## src/rtl/lsu_ctrl.sv

```systemverilog
// Load/store initiator: one word-aligned memory access per accepted request, data returned sign/zero-extended.
// Latency: accept edge N, mem_req high after N, resp_valid one cycle after mem_ack is sampled; errors respond next cycle.
// Backpressure: req_ready only in IDLE; mem_* held stable until mem_ack or TIMEOUT cycles elapse.
module lsu_ctrl #(
    parameter int unsigned TIMEOUT = 15
) (
    input  logic        clk,
    input  logic        reset,
    input  logic        req_valid,
    output logic        req_ready,
    input  logic        req_we,
    input  logic [2:0]  req_type,
    input  logic [31:0] req_addr,
    input  logic [31:0] req_wdata,
    output logic        resp_valid,
    output logic [31:0] resp_data,
    output logic [1:0]  resp_err,
    output logic        mem_req,
    output logic        mem_we,
    output logic [3:0]  mem_be,
    output logic [31:0] mem_addr,
    output logic [31:0] mem_wdata,
    input  logic        mem_ack,
    input  logic [31:0] mem_rdata
);

    localparam logic [2:0] SZ_W  = 3'b000;
    localparam logic [2:0] SZ_H  = 3'b100;
    localparam logic [2:0] SZ_HU = 3'b101;
    localparam logic [2:0] SZ_B  = 3'b110;
    localparam logic [2:0] SZ_BU = 3'b111;
    localparam logic [7:0] CNT_LAST = 8'(TIMEOUT - 1);

    typedef enum logic [1:0] {IDLE, ACCESS, RESP} state_t;

    state_t      state, state_nxt;
    logic        we_q;
    logic [2:0]  type_q;
    logic [1:0]  off_q;
    logic [7:0]  cnt;
    logic        accept, type_ok, misal, timed_out;
    logic [3:0]  be_nxt;
    logic [31:0] wdata_nxt, load_data;
    logic [15:0] half_sel;
    logic [7:0]  byte_sel;

    // Request decode: lane enables and replicated store data
    always_comb begin
        type_ok   = req_type inside {SZ_W, SZ_H, SZ_HU, SZ_B, SZ_BU};
        misal     = ((req_type == SZ_W) && (req_addr[1:0] != 2'b00)) ||
                    (((req_type == SZ_H) || (req_type == SZ_HU)) && req_addr[0]);
        be_nxt    = 4'b1111;
        wdata_nxt = req_wdata;
        case (req_type)
            SZ_H, SZ_HU: begin
                be_nxt    = req_addr[1] ? 4'b1100 : 4'b0011;
                wdata_nxt = {2{req_wdata[15:0]}};
            end
            SZ_B, SZ_BU: begin
                be_nxt    = 4'b0001 << req_addr[1:0];
                wdata_nxt = {4{req_wdata[7:0]}};
            end
            default: ;
        endcase
    end

    // Load lane extraction from the returned word
    always_comb begin
        half_sel = off_q[1] ? mem_rdata[31:16] : mem_rdata[15:0];
        byte_sel = mem_rdata[8*off_q +: 8];
        case (type_q)
            SZ_H:    load_data = {{16{half_sel[15]}}, half_sel};
            SZ_HU:   load_data = {16'h0000, half_sel};
            SZ_B:    load_data = {{24{byte_sel[7]}}, byte_sel};
            SZ_BU:   load_data = {24'h000000, byte_sel};
            default: load_data = mem_rdata;
        endcase
    end

    always_comb begin
        req_ready  = (state == IDLE);
        resp_valid = (state == RESP);
        accept     = req_valid && (state == IDLE);
        timed_out  = (cnt == CNT_LAST);
        state_nxt  = state;
        case (state)
            IDLE:    if (accept) state_nxt = (type_ok && !misal) ? ACCESS : RESP;
            ACCESS:  if (mem_ack || timed_out) state_nxt = RESP;
            RESP:    state_nxt = IDLE;
            default: state_nxt = IDLE;
        endcase
    end

    always_ff @(posedge clk or negedge reset) begin
        if (!reset) begin
            state     <= IDLE;
            we_q      <= 1'b0;
            type_q    <= 3'b000;
            off_q     <= 2'b00;
            cnt       <= 8'h00;
            mem_req   <= 1'b0;
            mem_we    <= 1'b0;
            mem_be    <= 4'h0;
            mem_addr  <= 32'h0;
            mem_wdata <= 32'h0;
            resp_data <= 32'h0;
            resp_err  <= 2'b00;
        end else begin
            state <= state_nxt;
            if (state == IDLE && accept) begin
                we_q   <= req_we;
                type_q <= req_type;
                off_q  <= req_addr[1:0];
                if (!type_ok) begin
                    resp_err  <= 2'b11;
                    resp_data <= 32'h0;
                end else if (misal) begin
                    resp_err  <= 2'b01;
                    resp_data <= 32'h0;
                end else begin
                    mem_req   <= 1'b1;
                    mem_we    <= req_we;
                    mem_be    <= be_nxt;
                    mem_addr  <= {req_addr[31:2], 2'b00};
                    mem_wdata <= wdata_nxt;
                    cnt       <= 8'h00;
                end
            end else if (state == ACCESS) begin
                // An ack in the final counted cycle still completes normally
                if (mem_ack) begin
                    mem_req   <= 1'b0;
                    mem_we    <= 1'b0;
                    resp_err  <= 2'b00;
                    resp_data <= we_q ? 32'h0 : load_data;
                end else if (timed_out) begin
                    mem_req   <= 1'b0;
                    mem_we    <= 1'b0;
                    resp_err  <= 2'b10;
                    resp_data <= 32'h0;
                end else begin
                    cnt <= cnt + 8'h01;
                end
            end
        end
    end

endmodule

```

## config.mk

```make
export PLATFORM = sky130hd
export DESIGN_NAME = lsu_ctrl
export DESIGN_NICKNAME = d
export VERILOG_FILES = /design/src/rtl/lsu_ctrl.sv
export SDC_FILE = /design/constraint.sdc
export NUM_CORES = 1
export LEC_CHECK = 0
export BUFFER_PORTS_ARGS = -buffer_cell sky130_fd_sc_hd__clkbuf_2
export CAP_MARGIN = 20
export CORE_MARGIN = 4
export CORE_UTILIZATION = 51
export CTS_BUF_LIST = sky130_fd_sc_hd__clkbuf_4
export CTS_CLUSTER_SIZE = 24
export DETAILED_ROUTE_END_ITERATION = 10
export PLACE_DENSITY = 0.82
export SLEW_MARGIN = 5
export SYNTH_ARGS = -nofsm -noshare
export SYNTH_HDL_FRONTEND = slang
export SYNTH_SLANG_ARGS = --single-unit
```

## constraint.sdc

```tcl
create_clock -name clk -period 2.6 [get_ports clk]
set_clock_uncertainty 0.1 [all_clocks]
set_input_delay 0.26 -clock clk [delete_from_list [all_inputs] [get_ports clk]]
set_output_delay 0.26 -clock clk [all_outputs]
set_load 0.05 [all_outputs]
```

== After elaboration in Yosys (flattened, before gate mapping) ==
Index checks and enable logic that the tools add are counted.
Cells by class
  add/sub/neg operators: 1
  equal/unequal tests: 18
  shifts and indexed selects: 2
  multiplexer cells: 37
  bitwise logic cells: 1
  reductions and logical operators: 22
Operators with widths (count)
  $mux 32: 7
  $pmux 32 s4: 1
  $pmux 32 s2: 1
  $mux 8: 6
  $shiftx 32x6->8: 1
  $eq 3x3->1 const B: 8
  $mux 2: 9
  $mux 16: 1
  $mux 1: 9
  $add 8x1->8 const B: 1
  $eq 8x4->1 const B: 1
  $pmux 4 s2: 1
  $ne 2x1->1 const B: 3
  $ne 2x2->1 const B: 3
  $reduce_and 3->1: 2
  $logic_and 1x1->1: 5
  $reduce_and 5->1: 1
  $reduce_bool 5->1: 1
  $mux 4: 1
  $pmux 2 s2: 1
  $reduce_and 4->1: 1
  $reduce_bool 2->1: 2
  $reduce_or 2->1: 2
  $shl 1x2->4 const A: 1
  other kinds (10): 12
Word-level totals
  register bits after elaboration: 118
  input bits: 104
  output and inout port bits: 106
  logic and storage cells: 93

== Longest topological paths before layout ==
Gate-level depths: netlist of run 1.
  depth in word-level cells: 9
  depth in mapped cells: 8
  depth with buffers taken out: 6

== Least setup slack after synthesis of run 1 ==
Ideal clock, no wire load.
  kind: register to register
  start: reg cnt[0]
  end: reg resp_data[13]
  library setup time: 0.123 ns
  arrival time: 1.664 ns
  required time: 2.377 ns
  setup slack: 0.712 ns
  cell stages (with the launch flop): 9
  buffers on the path: 2
  clock period less this slack: 1.888 ns
  cell sequence: dfrtp_1 -> inv_1 -> ha_1 -> or3b_4 -> o21ai_4 -> a22oi_4 -> buf_6 -> buf_12 -> o2bb2ai_2
Between the ends
  longest elaborated chain between the ends: 3
RTL lines
  from (decl): RTL line 40  | logic [7:0] cnt;
  from (signal assigned): RTL line 141  | cnt <= cnt + 8'h01;
  $eq 8x4->1: RTL line 84  | timed_out = (cnt == CNT_LAST);
  $reduce_bool 3->1 (no source line)
  $reduce_and 3->1 (no source line)
  to (signal assigned): RTL line 134  | resp_data <= we_q ? 32'h0 : load_data;
  to (decl): RTL line 16  | output logic [31:0] resp_data,
Every way passes these cells.
A chain may end at the register's enable or synchronous reset.

== Worst setup path in the final report of run 1 ==
  start: reg off_q[1]
  end: reg resp_data[9]
Between the ends
  longest elaborated chain between the ends: 6
  elaborated cells between the ends (all ways): 7
  those cells by class: shift: 1; mux: 6
RTL lines
  from (decl): RTL line 39  | logic [1:0] off_q;
  from (signal assigned): RTL line 113  | off_q <= req_addr[1:0];
  $shiftx 32x6->8 or $mux 16 (tied branches): RTL line 70, 69
  $pmux 32 s4 *: RTL line 71  | case (type_q)
  $mux 32 *: RTL line 134
  $mux 32 *: RTL line 130  | if (mem_ack) begin
  $mux 32 *: RTL line 128  | end else if (state == ACCESS) begin
  $mux 32 *: RTL line 110  | if (state == IDLE && accept) begin
Mark *: on every way between the ends. The rest lies on a longest branch, timed or not. The select of a mux whose other input is x is not followed.

==> results.sh, run 1 <==
export IMPL_grt_pass1_vias=5738
export IMPL_num_antenna_cells=0
export IMPL_cts_root_buf="clkbuf_4"
export IMPL_ir_drop_mv=0.728
export IMPL_clock_latency_ns=0.54
export IMPL_grt_pass1_wl_um=29400
export IMPL_ys_async_sr_fraction=1.00
export IMPL_p_per_area_nw_per_um2=1000
export IMPL_grt_usage=0.294
export IMPL_post_route_period_util=0.868
export IMPL_netSwitchingPower_w=0.00408
export IMPL_core_rowCount=38
export IMPL_wl_met2_um=9010
export IMPL_pwr_share_comb=0.487
export IMPL_cpPeakStageDelay_ns=0.92
export IMPL_path_max_fanout=25
export IMPL_ys_seq_area_frac=0.520
export IMPL_layout_commonest_cell="clkbuf_2"
export IMPL_p_clk_frac=0.158
export IMPL_cp_num_buf_inv=0
export IMPL_viasPerCell=5.53
export IMPL_dr_wl_met3_um=1590
export IMPL_area_delta_synth_final_pct=43.3
export IMPL_rr_worst_depth=4
export IMPL_critPathRequiredTime_ns=2.93
export IMPL_clk_pin_slew_ns=0.11
export IMPL_fin_tns_setup_ns=0
export IMPL_crit_chain="mux2i_2 > o221ai_2 > o21ai_0 > o2bb2ai_2"
export IMPL_dieArea_um2=12900
export IMPL_drt_iter0_drc=375
export IMPL_maxCapViolations=0
export IMPL_slew_viol_final=0
export IMPL_core_um2=10900
export IMPL_rsz0062_at_grt="no"
export IMPL_finalCriticalPeriod_ns=2.26
export IMPL_cts_made_buffers=17
export IMPL_place_ws_ns=0.397
export IMPL_portBuffers=207
export IMPL_ys_ff_latch=118
export IMPL_ant_nets=0
export IMPL_max_slew_margin=0.423
export IMPL_leakage_nw=4.08
export IMPL_fill_cells=673
export IMPL_ys_warn_count=0
export IMPL_wl_per_cell_um=18.9
export IMPL_drc=0
export IMPL_top_layer_used="met4"
export IMPL_fin_ws_ns=0.343
export IMPL_dp_hpwl_um=11200
export IMPL_slowest_stage="dfrtp_1"
export IMPL_fmax_mhz=443
export IMPL_worstSetupPathDepth=4
export IMPL_seq_power_share=0.355
export IMPL_synth_cells=503
export IMPL_reg2reg_slack_ns=0.34
export IMPL_layout_nets=919
export IMPL_setup_viol=0
export IMPL_worst_path_dominant_cell_family="flip-flops"
export IMPL_antenna_found_initial=0
export IMPL_mostFrequentLayoutCells="clkbuf_2 (206), dfrtp_1 (118), dlygate4sd3_1 (105)"
export IMPL_seqCellArea_um2=2950
export IMPL_cts_sinks=118
export IMPL_cp_arrival_ns=2.59
export IMPL_drt_total_wl_um=18200
export IMPL_hp_class="in -> async"
export IMPL_synth_edf_count=0
export IMPL_ys_flop_type="dfrtp_1"
export IMPL_gp_congestion=0.880
export IMPL_boundaryPins=210
export IMPL_dr_pass1_iters=5
export IMPL_vias=5335
export IMPL_cp_start_kind="register"
export IMPL_grt_max_degree=96
export IMPL_grt_ovfl_total=0
export IMPL_final_hold_viol_count=0
export IMPL_syn_area_per_cell_um2=11.3
export IMPL_initial_utilization=0.521
export IMPL_wl_met1_um=6910
export IMPL_h_tree_depth=4
export IMPL_die_w_um=114
export IMPL_clock_path_buffers=2
export IMPL_internal_power_w=0.00409
export IMPL_cts_tree="done"
export IMPL_worstSetupPathType="reg -> reg"
export IMPL_drive_gt1_frac=0.387
export IMPL_endpoint_kind="register"
export IMPL_synth_cell_types=60
export IMPL_die_h_um=114
export IMPL_worstMarginPinSlew_ns=0.865
export IMPL_switching_share=0.499
export IMPL_syn_area_um2=5680
export IMPL_multi_input_area_um2=2470
export IMPL_status="finished, final reports clean"
area by class of cell:
cell class / count / area share
clock buffers: 21 / 0.0194
clock inverters: 10 / 0.0132
inverters: 19 / 0.00877
multi-input cells: 333 / 0.303
flip-flops and latches: 118 / 0.363
well taps: 140 / 0.0215
repair buffers: 324 / 0.271
metal layers:
layer  track usage  vias to the layer above
met5             0                        -
met4         0.147                        0
met3        0.0865                       61
met2         0.489                      321
met1         0.347                     2547
li1              -                     2406
cells by family after synthesis:
group	after synthesis	share of synthesized area
AOI/OAI and AO/OA	131	0.168
xor gates and xnor gates	2	0.00309
adders and majority gates	2	0.00441
buffers and inverters	53	0.0478
DFF	118	0.520
muxes	83	0.158
other	1	0.000661
and+or+nand+nor	113	0.0983
final timing paths:
| check | from | to |
|---|---|---|
| worst max-delay path | off_q[1]$_DFFE_PN0P_ | resp_data[9]$_DFFE_PN0P_ |
| worst min register to register | mem_wdata[26]$_DFFE_PN0P_ | mem_wdata[26]$_DFFE_PN0P_ |
| min in group clk | mem_rdata[7] | resp_data[7]$_DFFE_PN0P_ |
| worst max register to register | off_q[1]$_DFFE_PN0P_ | resp_data[9]$_DFFE_PN0P_ |
| max in group asynchronous | reset | mem_addr[5]$_DFFE_PN0P_ |
| worst min-delay path | reset | resp_data[16]$_DFFE_PN0P_ |
Yosys cell counts (all sizes together), types with 2 or more instances:
cell	count	share of area
a21oi	30	0.026
a221oi	4	0.0062
a22o	5	0.0077
buf	22	0.027
clkbuf	12	0.0079
dfrtp	118	0.52
ha	2	0.0044
inv	19	0.013
mux2	49	0.097
mux2i	34	0.061
nand2	45	0.030
nand2b	5	0.0055
nand3	4	0.0035
nor2	34	0.024
nor2b	3	0.0033
nor3	2	0.0037
nor3b	3	0.0057
o211ai	2	0.0035
o21a	2	0.0026
o21ai	50	0.047
o221ai	3	0.0079
o2bb2ai	24	0.047
o31ai	3	0.0040
or3	4	0.0044
or3b	3	0.0051
or4	2	0.0026
xnor2	2	0.0031
per-stage QoR:
stage / cells / utilization / total power (W) / hold slack, ns / instance area (um2)
after floorplan: 504 / - / 0.00567 / -0.136 / 5680
after global placement: 829 / 0.626 / 0.00656 / 0.0772 / 6820
after detailed placement: 829 / 0.626 / 0.00666 / 0.0817 / 6820
after CTS: 965 / 0.747 / 0.00807 / 0.0149 / 8140
after global routing: 965 / 0.747 / 0.00855 / 0.0350 / 8140
final: 965 / 0.747 / 0.00817 / 0.0424 / 8140
repair_timing:
item	in CTS	in global routing
hold buffers	105	0
gates resized for setup	0	0
endpoints found under the hold margin	213	0
setup buffers	0	0
power by group through the flow:
stage / combinational [W] / sequential (W) / clock [W]
after floorplan: 0.00106 / 0.00461 / 0
after global placement: 0.00373 / 0.00283 / 0
after detailed placement: 0.00379 / 0.00287 / 0
after CTS: 0.00393 / 0.00284 / 0.00131
after global routing: 0.00418 / 0.00297 / 0.00140
final: 0.00398 / 0.00290 / 0.00129
state kept, by name, indices dropped and copies added (netlist names):
name       cells
mem_addr      30
off_q          2
mem_wdata     32
mem_be         4
resp_err       2
we_q           1
type_q         3
resp_data     32
state          2
mem_we         1
mem_req        1
cnt            8
(Power assumes the default switching activity.)
==> run 2, diff against run 1 <==
--- a/config.mk
+++ b/config.mk
@@ -13,6 +13,7 @@
 export CTS_CLUSTER_SIZE = 24
 export DETAILED_ROUTE_END_ITERATION = 10
 export PLACE_DENSITY = 0.82
+export RECOVER_POWER = 100
 export SLEW_MARGIN = 5
 export SYNTH_ARGS = -nofsm -noshare
 export SYNTH_HDL_FRONTEND = slang
==> results.sh, run 2 (synthesis gave the netlist of run 1 again) <==
export IMPL_status="finished, final reports clean"
export IMPL_clock_latency_ns=0.55
export IMPL_cts_sinks=118
export IMPL_r2r_end="mem_wdata[5]$_DFFE_PN0P_"
export IMPL_slew_viol_final=0
export IMPL_grt_max_degree=96
export IMPL_top_regs="mem_wdata: 32 flops, resp_data: 32 flops, mem_addr: 30 flops"
export IMPL_vias=5309
export IMPL_setup_viol=0
export IMPL_core_um2=10900
export IMPL_dieArea_um2=12900
export IMPL_maxCapViolations=0
export IMPL_die_w_um=114
export IMPL_cp_num_buf_inv=2
export IMPL_die_h_um=114
export IMPL_fmax_mhz=426
export IMPL_max_slew_margin=0.0915
export IMPL_initial_utilization=0.521
export IMPL_num_antenna_cells=0
export IMPL_final_core_util=0.730
export IMPL_slowest_stage="clkbuf_4"
export IMPL_whs_endpoint="resp_data[7]$_DFFE_PN0P_"
export IMPL_worstSetupPathDepth=5
export IMPL_viasPerCell=5.50
export IMPL_p_per_area_nw_per_um2=1010
export IMPL_post_place_cells=829
export IMPL_worstMarginPinSlew_ns=1.36
export IMPL_cp_arrival_ns=2.67
export IMPL_cts_setup_buffers=0
export IMPL_gp_congestion=0.880
export IMPL_critPathRequiredTime_ns=2.93
export IMPL_drt_iter0_drc=355
export IMPL_final_hold_viol_count=0
export IMPL_instances_no_fill=965
export IMPL_ir_drop_mv=0.724
export IMPL_drt_total_wl_um=18200
export IMPL_rr_worst_depth=5
export IMPL_cts_root_buf="clkbuf_4"
export IMPL_area_delta_synth_final_pct=40.0
export IMPL_grt_pass1_vias=5738
export IMPL_portBuffers=207
export IMPL_cts_resized=0
export IMPL_hp_class="in -> reg"
export IMPL_worst_path_dominant_cell_family="buffers and inverters"
export IMPL_ant_nets=0
export IMPL_finalCriticalPeriod_ns=2.35
export IMPL_endpoint_kind="register"
export IMPL_dp_hpwl_um=11200
export IMPL_rsz0062_at_grt="no"
export IMPL_clk_pin_slew_ns=0.11
export IMPL_mostFrequentLayoutCells="dfrtp_1 (118), dlygate4sd3_1 (105), clkbuf_1 (105)"
export IMPL_hold_depth=4
export IMPL_path_max_fanout=95
export IMPL_grt_pass1_wl_um=29400
export IMPL_cts_made_buffers=17
export IMPL_layout_nets=919
export IMPL_cpPeakStageDelay_ns=0.57
export IMPL_h_tree_depth=4
export IMPL_rr_startpoint="state[1]$_DFFE_PN0P_"
export IMPL_crit_chain="nor3b_2 > buf_4 > o221ai_1 > clkbuf_4 > mux2_1"
export IMPL_core_rowCount=38
export IMPL_reg2reg_slack_ns=0.25
export IMPL_dr_pass1_iters=7
export IMPL_grt_usage=0.294
export IMPL_leakage_nw=3.74
export IMPL_layout_commonest_cell="dfrtp_1"
export IMPL_grt_ovfl_total=0
export IMPL_drive_gt1_frac=0.250
export IMPL_cts_hold_buf=105
export IMPL_post_route_period_util=0.902
export IMPL_fin_tns_setup_ns=0
export IMPL_boundaryPins=210
export IMPL_wl_per_cell_um=18.9
export IMPL_antenna_found_initial=0
export IMPL_drc=0
export IMPL_cp_start_kind="register"
export IMPL_cts_tree="done"
export IMPL_worstSetupPathType="reg -> reg"
export IMPL_clock_path_buffers=2
export IMPL_min_delay_start="mem_rdata[7]"
==> run 2: layer usage <==
metal / share of wire / up-vias / global-route usage
met5: 0 / - / 0
met4: 0.037 / 0 / 0.147
met3: 0.080 / 55 / 0.0865
met2: 0.50 / 294 / 0.489
met1: 0.38 / 2553 / 0.347
li1: - / 2407 / -
==> run 2: worst max path at each step <==
stage	from	endpoint	slack (ns)
after CTS	off_q[1]$_DFFE_PN0P_	resp_data[9]$_DFFE_PN0P_	0.38
after global routing	state[1]$_DFFE_PN0P_	mem_wdata[5]$_DFFE_PN0P_	0.11
after global placement	off_q[1]$_DFFE_PN0P_	resp_data[5]$_DFFE_PN0P_	0.50
after detailed placement	off_q[1]$_DFFE_PN0P_	resp_data[9]$_DFFE_PN0P_	0.40
final	state[1]$_DFFE_PN0P_	mem_wdata[5]$_DFFE_PN0P_	0.25
after floorplan	cnt[0]$_DFFE_PN0P_	resp_data[13]$_DFFE_PN0P_	0.71
==> run 2: layout make-up <==
type	count	area, um2
inverters	19	71.3
clock inverters	10	108
fillers	767	2940
repair buffers	324	2050
flip-flops and latches	118	2950
well taps	140	175
multi-input cells	333	2430
clock buffers	21	158
==> run 2: per-stage QoR <==
stage               hold WS (ns)  power (W)  setup WS (ns)  cell area [um2]
CTS                       0.0149    0.00807          0.382             8140
global route              0.0612    0.00837          0.105             7950
global placement          0.0772    0.00656          0.500             6820
finish                    0.0774    0.00800          0.254             7950
detailed placement        0.0817    0.00666          0.397             6820
floorplan                 -0.136    0.00567          0.712             5680
==> run 2: power breakdown <==
part / internal, W / total [W] / switching, W
Combinational: 0.000936 / 0.00381 / 0.00288
Clock: 0.000598 / 0.00130 / 0.000700
Sequential: 0.00240 / 0.00289 / 0.000489
==> run 2: tightest hold or removal path: cells and delay by family <==
| kind | cells | cell delay, ns |
|---|---|---|
| AOI/OAI and AO/OA | 2 | 0.28 |
| buffers and inverters | 2 | 0.16 |
